===== config.mk =====
export PLATFORM = sky130hd
export DESIGN_NAME = branch_unit
export DESIGN_NICKNAME = d
export VERILOG_FILES = /design/src/rtl/branch_unit.sv
export SDC_FILE = /design/constraint.sdc
export NUM_CORES = 1
export LEC_CHECK = 0
export BUFFER_PORTS_ARGS = -buffer_cell sky130_fd_sc_hd__buf_2
export CAP_MARGIN = 25
export CORE_MARGIN = 1.5
export CORE_UTILIZATION = 42
export DETAILED_ROUTE_END_ITERATION = 7
export GPL_ROUTABILITY_DRIVEN = 1
export PLACE_DENSITY = 0.81
export SYNTH_ARGS = -nofsm -noshare
export SYNTH_HDL_FRONTEND = slang
export SYNTH_SLANG_ARGS = --single-unit

===== constraint.sdc =====
create_clock -name i_clk -period 4.75 [get_ports i_clk]
set_clock_uncertainty 0.2 [all_clocks]
set_input_delay 0.475 -clock i_clk [delete_from_list [all_inputs] [get_ports i_clk]]
set_output_delay 0.475 -clock i_clk [all_outputs]
set_load 0.02 [all_outputs]

===== src/rtl/branch_unit.sv =====
// rtl/branch_unit.sv - RISC-V branch/jump resolution with registered redirect outputs
// One shared 33-bit subtractor provides equality, signed and unsigned less-than.
module branch_unit (
  input  logic        i_clk,
  input  logic        i_rst,
  input  logic        i_valid,
  input  logic [31:0] i_dat_a,
  input  logic [31:0] i_dat_b,
  input  logic [2:0]  i_funct3,
  input  logic [4:0]  i_opcode,
  input  logic [31:0] i_pc,
  input  logic [31:0] i_imm,
  output logic        o_branch_en,
  output logic        o_valid_q,
  output logic        o_branch_en_q,
  output logic [31:0] o_target_q,
  output logic        o_misalign_q
);

  localparam logic [4:0] OP_BRANCH = 5'b11000;
  localparam logic [4:0] OP_JALR   = 5'b11001;
  localparam logic [4:0] OP_JAL    = 5'b11011;

  logic [32:0] diff;
  logic        eq, lt, ltu;
  logic        taken;
  logic [31:0] base, sum, target;

  logic        valid_q, valid_d;
  logic        branch_en_q, branch_en_d;
  logic [31:0] target_q, target_d;
  logic        misalign_q, misalign_d;

  // Bit 32 of the zero-extended difference is the borrow, i.e. unsigned a < b.
  // Signed less-than uses the sign of a when the operand signs differ, since
  // the difference may have overflowed in that case.
  always_comb begin
    diff = {1'b0, i_dat_a} - {1'b0, i_dat_b};
    eq   = (diff[31:0] == 32'h0);
    ltu  = diff[32];
    lt   = (i_dat_a[31] != i_dat_b[31]) ? i_dat_a[31] : diff[31];
  end

  always_comb begin
    taken = 1'b0;
    case (i_opcode)
      OP_JAL:  taken = 1'b1;
      OP_JALR: taken = 1'b1;
      OP_BRANCH: begin
        case (i_funct3)
          3'b000:  taken = eq;
          3'b001:  taken = !eq;
          3'b100:  taken = lt;
          3'b101:  taken = !lt;
          3'b110:  taken = ltu;
          3'b111:  taken = !ltu;
          default: taken = 1'b0;
        endcase
      end
      default: taken = 1'b0;
    endcase
  end

  always_comb begin
    base   = (i_opcode == OP_JALR) ? i_dat_a : i_pc;
    sum    = base + i_imm;
    target = (i_opcode == OP_JALR) ? {sum[31:1], 1'b0} : sum;
  end

  always_comb begin
    valid_d     = i_valid;
    branch_en_d = taken & i_valid;
    target_d    = target;
    misalign_d  = taken & i_valid & (target[1:0] != 2'b00);
  end

  always_ff @(posedge i_clk) begin
    if (i_rst) begin
      valid_q     <= 1'b0;
      branch_en_q <= 1'b0;
      target_q    <= 32'h0;
      misalign_q  <= 1'b0;
    end else begin
      valid_q     <= valid_d;
      branch_en_q <= branch_en_d;
      target_q    <= target_d;
      misalign_q  <= misalign_d;
    end
  end

  assign o_branch_en   = taken;
  assign o_valid_q     = valid_q;
  assign o_branch_en_q = branch_en_q;
  assign o_target_q    = target_q;
  assign o_misalign_q  = misalign_q;

endmodule


; After elaboration in Yosys (flattened, before gate mapping)
; Cells that the tools add are included.
[totals]
register_bits = 35
wordCells = 29
output_inout_bits = 36
[op_classes]
n_reduce_logical = 7
n_mux = 5
addsub = 2
n_eq_ne = 9
bitwise_logic = 2
[op_table]
columns = operator, count
row1 = $sub 32x32->33, 1
row2 = $add 32x32->32, 1
row3 = $logic_not 32->1, 1
row4 = $mux 32, 1
row5 = $eq 5x5->1 const B, 3
row6 = $eq 3x3->1 const B, 4
row7 = $pmux 1 s6, 1
row8 = $eq 3x1->1 const B, 1
row9 = $logic_not 1->1, 3
row10 = $logic_not 3->1, 1
row11 = $and 1x1->1, 2
row12 = $mux 1, 2
row13 = $pmux 1 s2, 1
row14 = $reduce_bool 2->1, 1
row15 = $reduce_or 2->1, 1
row16 = $ne 1x1->1, 1

; Depth between registers and ports, before layout
; Gate-level depths: netlist of run 1.
[logic_depth]
word_depth = 7
depth_mapped = 25
mapped_depth_nobuf = 24

; Worst setup path before layout of run 1
; Ideal clock, no wire load.
[synth_timing]
path_type = input port to output port
start = input port i_dat_b[6]
end = output port o_branch_en
arrival_time_ns = 4.307
n_path_buf = 0
path_stages = 24
slack_ns = -0.232
path_cell_list = inv_1 ha_1 o21ai_0 a2111oi_0 o21ai_1 a21oi_1 or3_1 o221ai_1 o21ai_0 a21oi_1 nor2_1 o21ai_0 nor2b_1 fa_1 nand3_1 a21oi_1 nand4_1 a2111oi_0 and4_1 nand4_1 nor4_2 nand4_1 mux2i_1 nand2_1
[synth_via]
elab_chain_len = 5
word_cells_on_any_way = 8
cone_classes = add/sub (1) / mux (3) / reduce/logical (4)
[synth_lines]
columns = element, line_no
row1 = start: declaration, 8  ; input logic [31:0] i_dat_b,
row2 = $sub 32x32->33 *, 38  ; diff = {1'b0, i_dat_a} - {1'b0, i_dat_b};
row3 = $logic_not 32->1 or $mux 1 (tied branches), "39, 41"
row4 = $logic_not 1->1 (on tied branches), "52, 54"
row5 = $pmux 1 s6 *, 50  ; case (i_funct3)
row6 = $pmux 1 s2 *, 46  ; case (i_opcode)
row7 = end: declaration, 13  ; output logic o_branch_en,
; Mark *: on every way between the ends. The rest lies on a longest branch, timed or not.

; Final worst setup path of run 1
[layout_timing]
start = input port i_dat_b[1]
end = output port o_branch_en
; The elaborated chain is that of the path after synthesis.

==> flow_summary_export.csv, run 1 <==
group,metric,value,unit
clock_network,tritoncts,"yes",
synth,synth_area_leaders,"ha_1 16%, dfxtp_1 14%, mux2_2 7.1%",
synth,post_synth_and_or_nand_nor_area_fraction,19.37,%
die,initial_utilization,43.01,%
die,num_io_pins,175,
synth,synth_area_leader,"ha_1",
grt,globalRouteOverflowTotal,0,
synth,post_synth_arst_share,0,%
cells_and_area,design.final.nets,1067,
grt,antenna_violations_before_repair,0,
sta,timing.final.setup_violations,1,
sta,finalSetupTns,-474.2,ps
synth,compound_gate_portion_of_the_synthesized_area,26.54,%
critical_path,launching_element_of_the_worst_setup_path,"i_dat_b[1]",
synth,synth.net_count,831,
grt,grt_pass1_vias,5073,
die,core_area,0.01137,mm²
synth,yosys_most_used_dff,"dfxtp_1",
sta,rsz_0062_raised_after_global_routing,"true",
die,die-area,0.01230,mm²
power,cellLeakagePower,3.524,nW
clock_network,cts-buffers-inserted,5,
synth,synthXorXnorAreaFrac,7.881,%
sta,worst_slew_pin_slew,602.5,ps
cells_and_area,post_route_cells_drive_above_1_share,38.93,%
clock_network,clock_tree.root_cell,"clkbuf_16",
flow_run,maxCapViolCount,0,
drt,drc,0,
sta,worst_slack,-474.2,ps
worst_hold_path,timing.hold.worst.start,"i_valid",
sta,final.min_clock_period,5224,ps
sta,final-hold-violation-count,0,
critical_path,crit_type,"input pin to output port",
status,violations_in_the_final_reports,"setup timing",
synth,synth_cells,626,
clock_network,cts_hold_buf,0,
status,outcome,"complete, but fails checks",
clock_network,clk_pin_slew,50,ps
drt,drt-wirelength-per-cell,15.17,µm
critical_path,worst-endpoint-required,4070,ps
worst_hold_path,worst_hold_path_type,"input pin to flip-flop",
drt,detailroute.via_count,5380,
cells_and_area,n_diodes,0,
power,power_density_of_the_placed_cells,216.7,mW/mm²
placed_design,detailedPlace.worstSlack,-695.6,ps
grt,grt_pass1_wl,24210,µm
synth,synth.lib_cells_used.distinct,69,
die,fp-row-count,39,
sta,slew_headroom,59.83,%
synth,synth_edf_count,0,
die,die_x,110.9,µm
cells_and_area,commonest_cells_after_routing_fill_and_taps_aside,"167 x buf_2, 71 x buf_4, 58 x nor2_1, 52 x ha_1, 51 x a21oi_1",
drt,route.antenna.remaining_nets,0,
critical_path,largest_driver_fanout_on_the_critical_path,2,
placed_design,gp_routability_congestion,0.9222,
cells_and_area,postLayoutCellArea,0.006809,mm²
synth,synth.ff_latch_count,35,
placed_design,hpwlAfterDp,12780,µm
synth,yosys.area.top_type_share,16.12,%
drt,detail_route.vias_per_cell,5.348,
synth,netlist_area,0.004890,mm²
clock_network,cts_max_path_buffers,2,
clock_network,cts.sink_count,35,
die,die_h,110.9,µm
critical_path,setup.worst_path.start_class,"input pin",
sta,timing.final.max_slew_violations,0,
sta,layout_worst_path_cycle_share,110.0,%
synth,synth_seq_area_share,14.33,%
placed_design,port_buffers,174,
grt,grt_start_max_net_pins,36,
drt,wirelength,15260,µm
synth,ys.warnings.count,0,
synth,synth-adder-area-share,17.35,%
drt,firstDrtPassIters,5,
grt,groute.usage.overall,24.09,%
critical_path,critical_path_arrival,4550,ps
synth,muxShareOfSynthArea,8.572,%
sta,maxClockFrequency,191.4,MHz
synth,main_combinational_cell_family_by_area_after_synthesis,"compound AO/OA/AOI/OAI gates",
cells_and_area,area_growth_syn_to_layout,39.25,%
clock_network,h-tree-depth,2,
cells_and_area,layout_commonest_cell,"buf_2",
critical_path,category_of_the_worst_setup_path_capture_point,"output port",
drt,drt_first_iter_violations,312,
power,worst_ir_drop_vdd,214.9,µV
synth,syn_area_per_cell,7.811,µm²
placed_design,post_dp_cell_area,0.006474,mm²
per-layer routing:
metal / vias to the layer above / routed length, µm / track usage, %
met2: 221 / 7273 / 41.28
li1: 2733 / - / -
met1: 2398 / 6473 / 30.58
met4: 0 / 467 / 7.009
met3: 28 / 1043 / 4.811
met5: - / 0 / 0
state kept, by name, indices dropped and copies added, names as in the netlist:
name,count
o_branch_en_q,1
o_misalign_q,1
o_target_q,32
o_valid_q,1
cells by family (layout without fill, tap and decap cells):
family          Yosys count  after routing
buf+inv                  63            300
simple gates            188            188
xor+xnor                 44             44
fa+ha+maj                66             66
compound gates          192            192
flops                    35             35
mux                      38             38
layout make-up:
cell class	instances	area [µm²]
inverters	46	175.2
well taps	143	178.9
repair buffers	246	1471
clock buffers	6	128.9
fillers	1016	4561
multi-input cells	528	4141
clock inverters	2	12.51
flip-flops and latches	35	700.7
what timing repair did:
item / in CTS / in global routing
pin swaps: 2 / 4
gates resized for setup: 7 / 35
setup buffers: 1 / 0
setup endpoints to repair: 3 / 4
gates cloned: 0 / 0
cell usage after synthesis, types with 5 or more instances:
cell       n
xor2_1    17
mux2i_1    7
a21oi_1   54
o21bai_1   5
o21ai_0   24
nor2_1    58
ha_1      63
mux2_2    31
a31oi_1   15
nand4_1    8
clkbuf_1  12
o21ai_1    6
o21a_1     7
inv_1     46
xnor2_1   27
and3_1     6
o211ai_1   6
nand2b_1  15
dfxtp_1   35
nor3_1     7
nor2b_1   12
nand2_1   43
a21o_1    42
nand3_1   13
final timing paths:
path | slack [ps] | cells after the start | to
hold / removal | 280 | 2 | o_valid_q
setup / recovery | -470 | 26 | o_branch_en
worst max-delay path, stage by stage:
cell       delay, ps
buf_2            120
inv_1             50
ha_1             310
nand2b_4          70
a211oi_2         270
o21ai_2          110
a21oi_1          140
or3_4            170
o221ai_4         100
o21ai_2          150
a21oi_2           70
nor2_1            90
o21ai_1           60
nor2b_2          160
fa_1             480
nand3_1           70
a21oi_1          120
nand4_1          120
a2111oi_2        210
and4_1           230
nand4_1          130
nor4_2           160
nand4_1          200
mux2i_2          280
nand2_2           70
buf_2            170
through the flow:
step	power (mW)	hold WS (ps)	instances	utilization, %
3_5_place_dp	1.136	567.9	998	56.94
4_1_cts	1.458	271.9	1007	58.50
2_1_floorplan	0.8776	457.8	626	-
6_report	1.476	279.0	1006	59.89
5_1_grt	1.588	299.8	1006	59.89
3_3_place_gp	1.129	566.2	998	56.94
report_power, final:
| part | internal, mW | leakage, nW | switching [mW] |
|---|---|---|---|
| registers | 0.334 | 0.291 | 0.00893 |
| logic | 0.385 | 3.17 | 0.441 |
| clock network | 0.193 | 0.0669 | 0.114 |
| total | 0.912 | 3.52 | 0.564 |
No activity file was read; power rests on OpenSTA's default activity.
==> run 2, diff against run 1 <==
- CTS_BUF_LIST: not set -> sky130_fd_sc_hd__clkbuf_2 sky130_fd_sc_hd__clkbuf_4 sky130_fd_sc_hd__clkbuf_8
==> flow_summary_export.csv, run 2 (synthesized netlist as in run 1, its figures left out) <==
group,metric,value,unit
drt,detail_route.vias_per_cell,5.357,
sta,final.min_clock_period,5220,ps
power,design_power_total,1.378,mW
clock_network,tritoncts,"yes",
clock_network,cts-buffers-inserted,5,
placed_design,gp_routability_congestion,0.9222,
cells_and_area,post_route_cells_drive_above_1_share,39.05,%
drt,wirelength,15160,µm
cells_and_area,filler_cell_count,1028,
placed_design,port_buffers,174,
sta,timing.final.max_slew_violations,0,
worst_hold_path,worst_hold_path_type,"input pin to flip-flop",
sta,worst_slack,-470.1,ps
die,die_h,110.9,µm
critical_path,timing.critical_path.slowest_stage_cell,"fa_1",
clock_network,cts.sink_count,35,
power,power_density_of_the_placed_cells,203.9,mW/mm²
drt,drc,0,
critical_path,delay_of_the_slowest_cell_on_the_worst_path,480,ps
cells_and_area,postLayoutCellArea,0.006756,mm²
clock_network,clk_pin_slew,70,ps
power,power_frac_comb,59.9,%
placed_design,detailedPlace.worstSlack,-695.6,ps
die,core_area,0.01137,mm²
drt,drt_first_iter_violations,255,
grt,antenna_violations_before_repair,0,
die,num_io_pins,175,
die,initial_utilization,43.01,%
critical_path,worst-endpoint-required,4070,ps
sta,layout_worst_path_cycle_share,109.9,%
cells_and_area,layout_commonest_cell,"buf_2",
power,p_clk_share,15.3,%
cells_and_area,area_growth_syn_to_layout,38.18,%
cells_and_area,commonest_cells_after_routing_fill_and_taps_aside,"167 x buf_2, 71 x buf_4, 58 x nor2_1, 52 x ha_1, 51 x a21oi_1",
cells_and_area,largest_register_ffs,32,
power,net-switching-power,0.5519,mW
critical_path,critical_path_arrival,4550,ps
status,violations_in_the_final_reports,"setup timing",
worst_hold_path,timing.hold.worst.start,"i_valid",
sta,timing.final.setup_violations,1,
critical_path,timing.critical_path.buf_inv,3,
placed_design,hpwlAfterDp,12780,µm
placed_design,post_dp_cell_area,0.006474,mm²
flow_run,maxCapViolCount,0,
power,worst_ir_drop_vdd,173.5,µV
sta,hold_ws,263.8,ps
power,share_of_power_burned_in_registers,24.8,%
grt,grt_pass1_wl,23870,µm
grt,groute.usage.overall,23.67,%
sta,maxClockFrequency,191.6,MHz
critical_path,category_of_the_worst_setup_path_capture_point,"output port",
die,die_x,110.9,µm
cells_and_area,n_diodes,0,
critical_path,path_delay_family,"simple AND/OR/NAND/NOR gates",
power,p_int,0.8260,mW
critical_path,largest_driver_fanout_on_the_critical_path,2,
critical_path,launching_element_of_the_worst_setup_path,"i_dat_b[1]",
cells_and_area,finalCoreUtilization,59.43,%
critical_path,cell_mode_on_critical_path,"nand4_1",
clock_network,cts_max_path_buffers,2,
clock_network,clock_tree.root_cell,"clkbuf_8",
die,die-area,0.01230,mm²
sta,final-hold-violation-count,0,
critical_path,crit_type,"input pin to output port",
sta,worst_slew_pin_slew,606.8,ps
grt,globalRouteOverflowTotal,0,
power,p_sw_share,40.05,%
grt,grt_pass1_vias,5036,
sta,slew_headroom,59.54,%
status,outcome,"complete, but fails checks",
die,fp-row-count,39,
drt,firstDrtPassIters,5,
drt,drt-wirelength-per-cell,15.07,µm
grt,grt_start_max_net_pins,36,
cells_and_area,design.final.nets,1067,
power,cellLeakagePower,3.502,nW
drt,route.antenna.remaining_nets,0,
clock_network,h-tree-depth,2,
drt,detailroute.via_count,5389,
sta,rsz_0062_raised_after_global_routing,"true",
critical_path,setup.worst_path.start_class,"input pin",
clock_network,cts_hold_buf,0,
-- run 2: layout make-up --
type	count	area [µm²]	share of cell area (%)
clock inverter	2	12.51	0.1852
multi-input combinational	528	4141	61.30
clock buffer	6	76.32	1.130
tap	143	178.9	2.648
sequential	35	700.7	10.37
timing repair buffer	246	1471	21.78
inverter	46	175.2	2.593
-- run 2: per-stage QoR --
| step | cells | setup TNS, ps |
|---|---|---|
| final | 1006 | -470.1 |
| after global routing | 1006 | -1165 |
| after CTS | 1007 | -503.4 |
| after detailed placement | 998 | -1415 |
| after global placement | 998 | -706.8 |
| after floorplan | 626 | -75.15 |
-- run 2: path summary, 6_finish.rpt --
check	depth (start not counted)	slack (ps)	endpoint
max	26	-470	o_branch_en
min	2	260	o_valid_q
-- run 2: power by group through the flow --
stage	Combinational [mW]	Clock [mW]	Sequential, mW
2_1_floorplan	0.476	0	0.402
3_3_place_gp	0.780	0	0.348
3_5_place_dp	0.786	0	0.349
4_1_cts	0.797	0.218	0.343
5_1_grt	0.906	0.235	0.345
6_report	0.825	0.210	0.342
-- run 2: per-layer routing --
| layer | wire (µm) | up-vias | track usage (%) |
|---|---|---|---|
| met2 | 7275 | 218 | 41.11 |
| li1 | - | 2734 | - |
| met1 | 6500 | 2413 | 30.38 |
| met4 | 371 | 0 | 6.154 |
| met5 | 0 | - | 0 |
| met3 | 1013 | 24 | 3.882 |
-- run 2: repair_timing --
| item | CTS | global route |
|---|---|---|
| pin swaps | 2 | 4 |
| setup endpoints to repair | 3 | 4 |
| gates resized for setup | 7 | 36 |
| gates cloned | 0 | 0 |
| setup buffers | 1 | 0 |
==> run 3, diff against run 2 <==
- PLACE_DENSITY: 0.81 -> 0.78
- SLEW_MARGIN: not set -> 15
- clock period: 4.75 -> 5.81 ns (I/O delays scaled with it)
==> flow_summary_export.csv, run 3 (synthesized netlist as in run 1, its figures left out) <==
group,metric,value,unit
die,die_x,110.9,µm
power,worst_ir_drop_vdd,115.2,µV
critical_path,setup.worst_path.start_class,"input pin",
grt,grt_pass1_vias,4815,
cells_and_area,area_growth_syn_to_layout,24.85,%
drt,detail_route.vias_per_cell,5.408,
cells_and_area,largest_register_ffs,32,
clock_network,cts-buffers-inserted,5,
clock_network,clk_pin_slew,60,ps
critical_path,critical_path_arrival,4830,ps
clock_network,cts_max_path_buffers,2,
cells_and_area,layout_commonest_cell,"buf_2",
critical_path,timing.critical_path.slowest_stage_cell,"fa_1",
sta,slew_headroom,59.26,%
drt,drt-wirelength-per-cell,15.65,µm
sta,hold_ws,396.2,ps
cells_and_area,finalCoreUtilization,53.69,%
placed_design,gp_routability_congestion,0.9329,
grt,antenna_violations_before_repair,0,
sta,layout_worst_path_cycle_share,96.64,%
critical_path,category_of_the_worst_setup_path_capture_point,"output port",
grt,groute.usage.overall,23.28,%
grt,grt_pass1_wl,23270,µm
sta,timing.final.max_slew_violations,0,
die,initial_utilization,43.01,%
drt,route.antenna.remaining_nets,0,
sta,final.min_clock_period,5615,ps
flow_run,maxCapViolCount,0,
critical_path,worst-endpoint-required,5030,ps
cells_and_area,post_route_cells_drive_above_1_share,32.26,%
cells_and_area,design.final.nets,1013,
critical_path,delay_of_the_slowest_cell_on_the_worst_path,480,ps
critical_path,largest_driver_fanout_on_the_critical_path,3,
die,num_io_pins,175,
clock_network,tritoncts,"yes",
placed_design,port_buffers,174,
worst_hold_path,worst_hold_path_type,"input pin to flip-flop",
cells_and_area,n_diodes,0,
drt,drc,0,
sta,worst_slew_pin_slew,611.2,ps
sta,timing.final.setup_violations,0,
status,outcome,"finished, final reports clean",
clock_network,cts.sink_count,35,
sta,final-hold-violation-count,0,
sta,rsz_0062_raised_after_global_routing,"true",
grt,grt_start_max_net_pins,35,
die,die_h,110.9,µm
drt,firstDrtPassIters,6,
power,cellLeakagePower,3.206,nW
placed_design,post_dp_cell_area,0.005948,mm²
critical_path,crit_type,"input pin to output port",
drt,wirelength,14900,µm
drt,drt_first_iter_violations,240,
grt,globalRouteOverflowTotal,0,
drt,detailroute.via_count,5148,
die,die-area,0.01230,mm²
clock_network,cts_hold_buf,0,
placed_design,hpwlAfterDp,12750,µm
die,core_area,0.01137,mm²
cells_and_area,postLayoutCellArea,0.006105,mm²
cells_and_area,commonest_cells_after_routing_fill_and_taps_aside,"174 x buf_2, 60 x ha_1, 58 x nor2_1, 53 x a21oi_1, 46 x inv_1",
sta,maxClockFrequency,178.1,MHz
clock_network,h-tree-depth,2,
power,power_density_of_the_placed_cells,175.4,mW/mm²
die,fp-row-count,39,
clock_network,clock_tree.root_cell,"clkbuf_8",
[run 3: path summary, 6_finish.rpt]
check | slack, ps | depth (start not counted) | endpoint | from
min | 400 | 2 | o_valid_q | i_valid
max | 200 | 25 | o_branch_en | i_dat_a[8]
[run 3: cell type report]
type	count	area, µm²
clock buffer	7	83.83
clock inverter	1	5.005
fill	1104	5265
inverter	46	172.7
multi-input combinational	528	3958
sequential	35	700.7
tap	143	178.9
timing repair buffer	192	1006
[run 3: report_power, final]
group | internal, mW | switching, mW | leakage, nW | total, mW
logic | 0.267 | 0.343 | 2.87 | 0.610
registers | 0.273 | 0.00765 | 0.291 | 0.280
clock network | 0.0934 | 0.0864 | 0.0491 | 0.180
total | 0.633 | 0.437 | 3.21 | 1.07
[run 3: metal layers]
layer	global-route usage (%)	share of wire, %
met5	0	0
met4	5.641	2.2
met3	4.811	6.4
met2	40.16	47
met1	29.65	44
[run 3: worst max-delay path: cells and delay by family]
family | cells | cell delay [ps]
fa+ha+maj | 2 | 810
buf+inv | 2 | 280
compound gates | 9 | 1160
simple gates | 11 | 1720
mux | 1 | 270
[run 3: what timing repair did]
action	CTS	global route
setup endpoints to repair	1	1
pin swaps	0	1
resized for setup	3	12
buffers inserted	0	1
[run 3: stage by stage]
stage	setup TNS [ps]	setup WS, ps	power (mW)	std cells
global placement	0	20.27	0.8782	943
CTS	0	24.05	1.066	951
finish	0	195.3	1.071	952
detailed placement	-94.03	-94.03	0.8805	943
floorplan	0	616.1	0.7079	626
global route	-110.7	-110.7	1.149	952
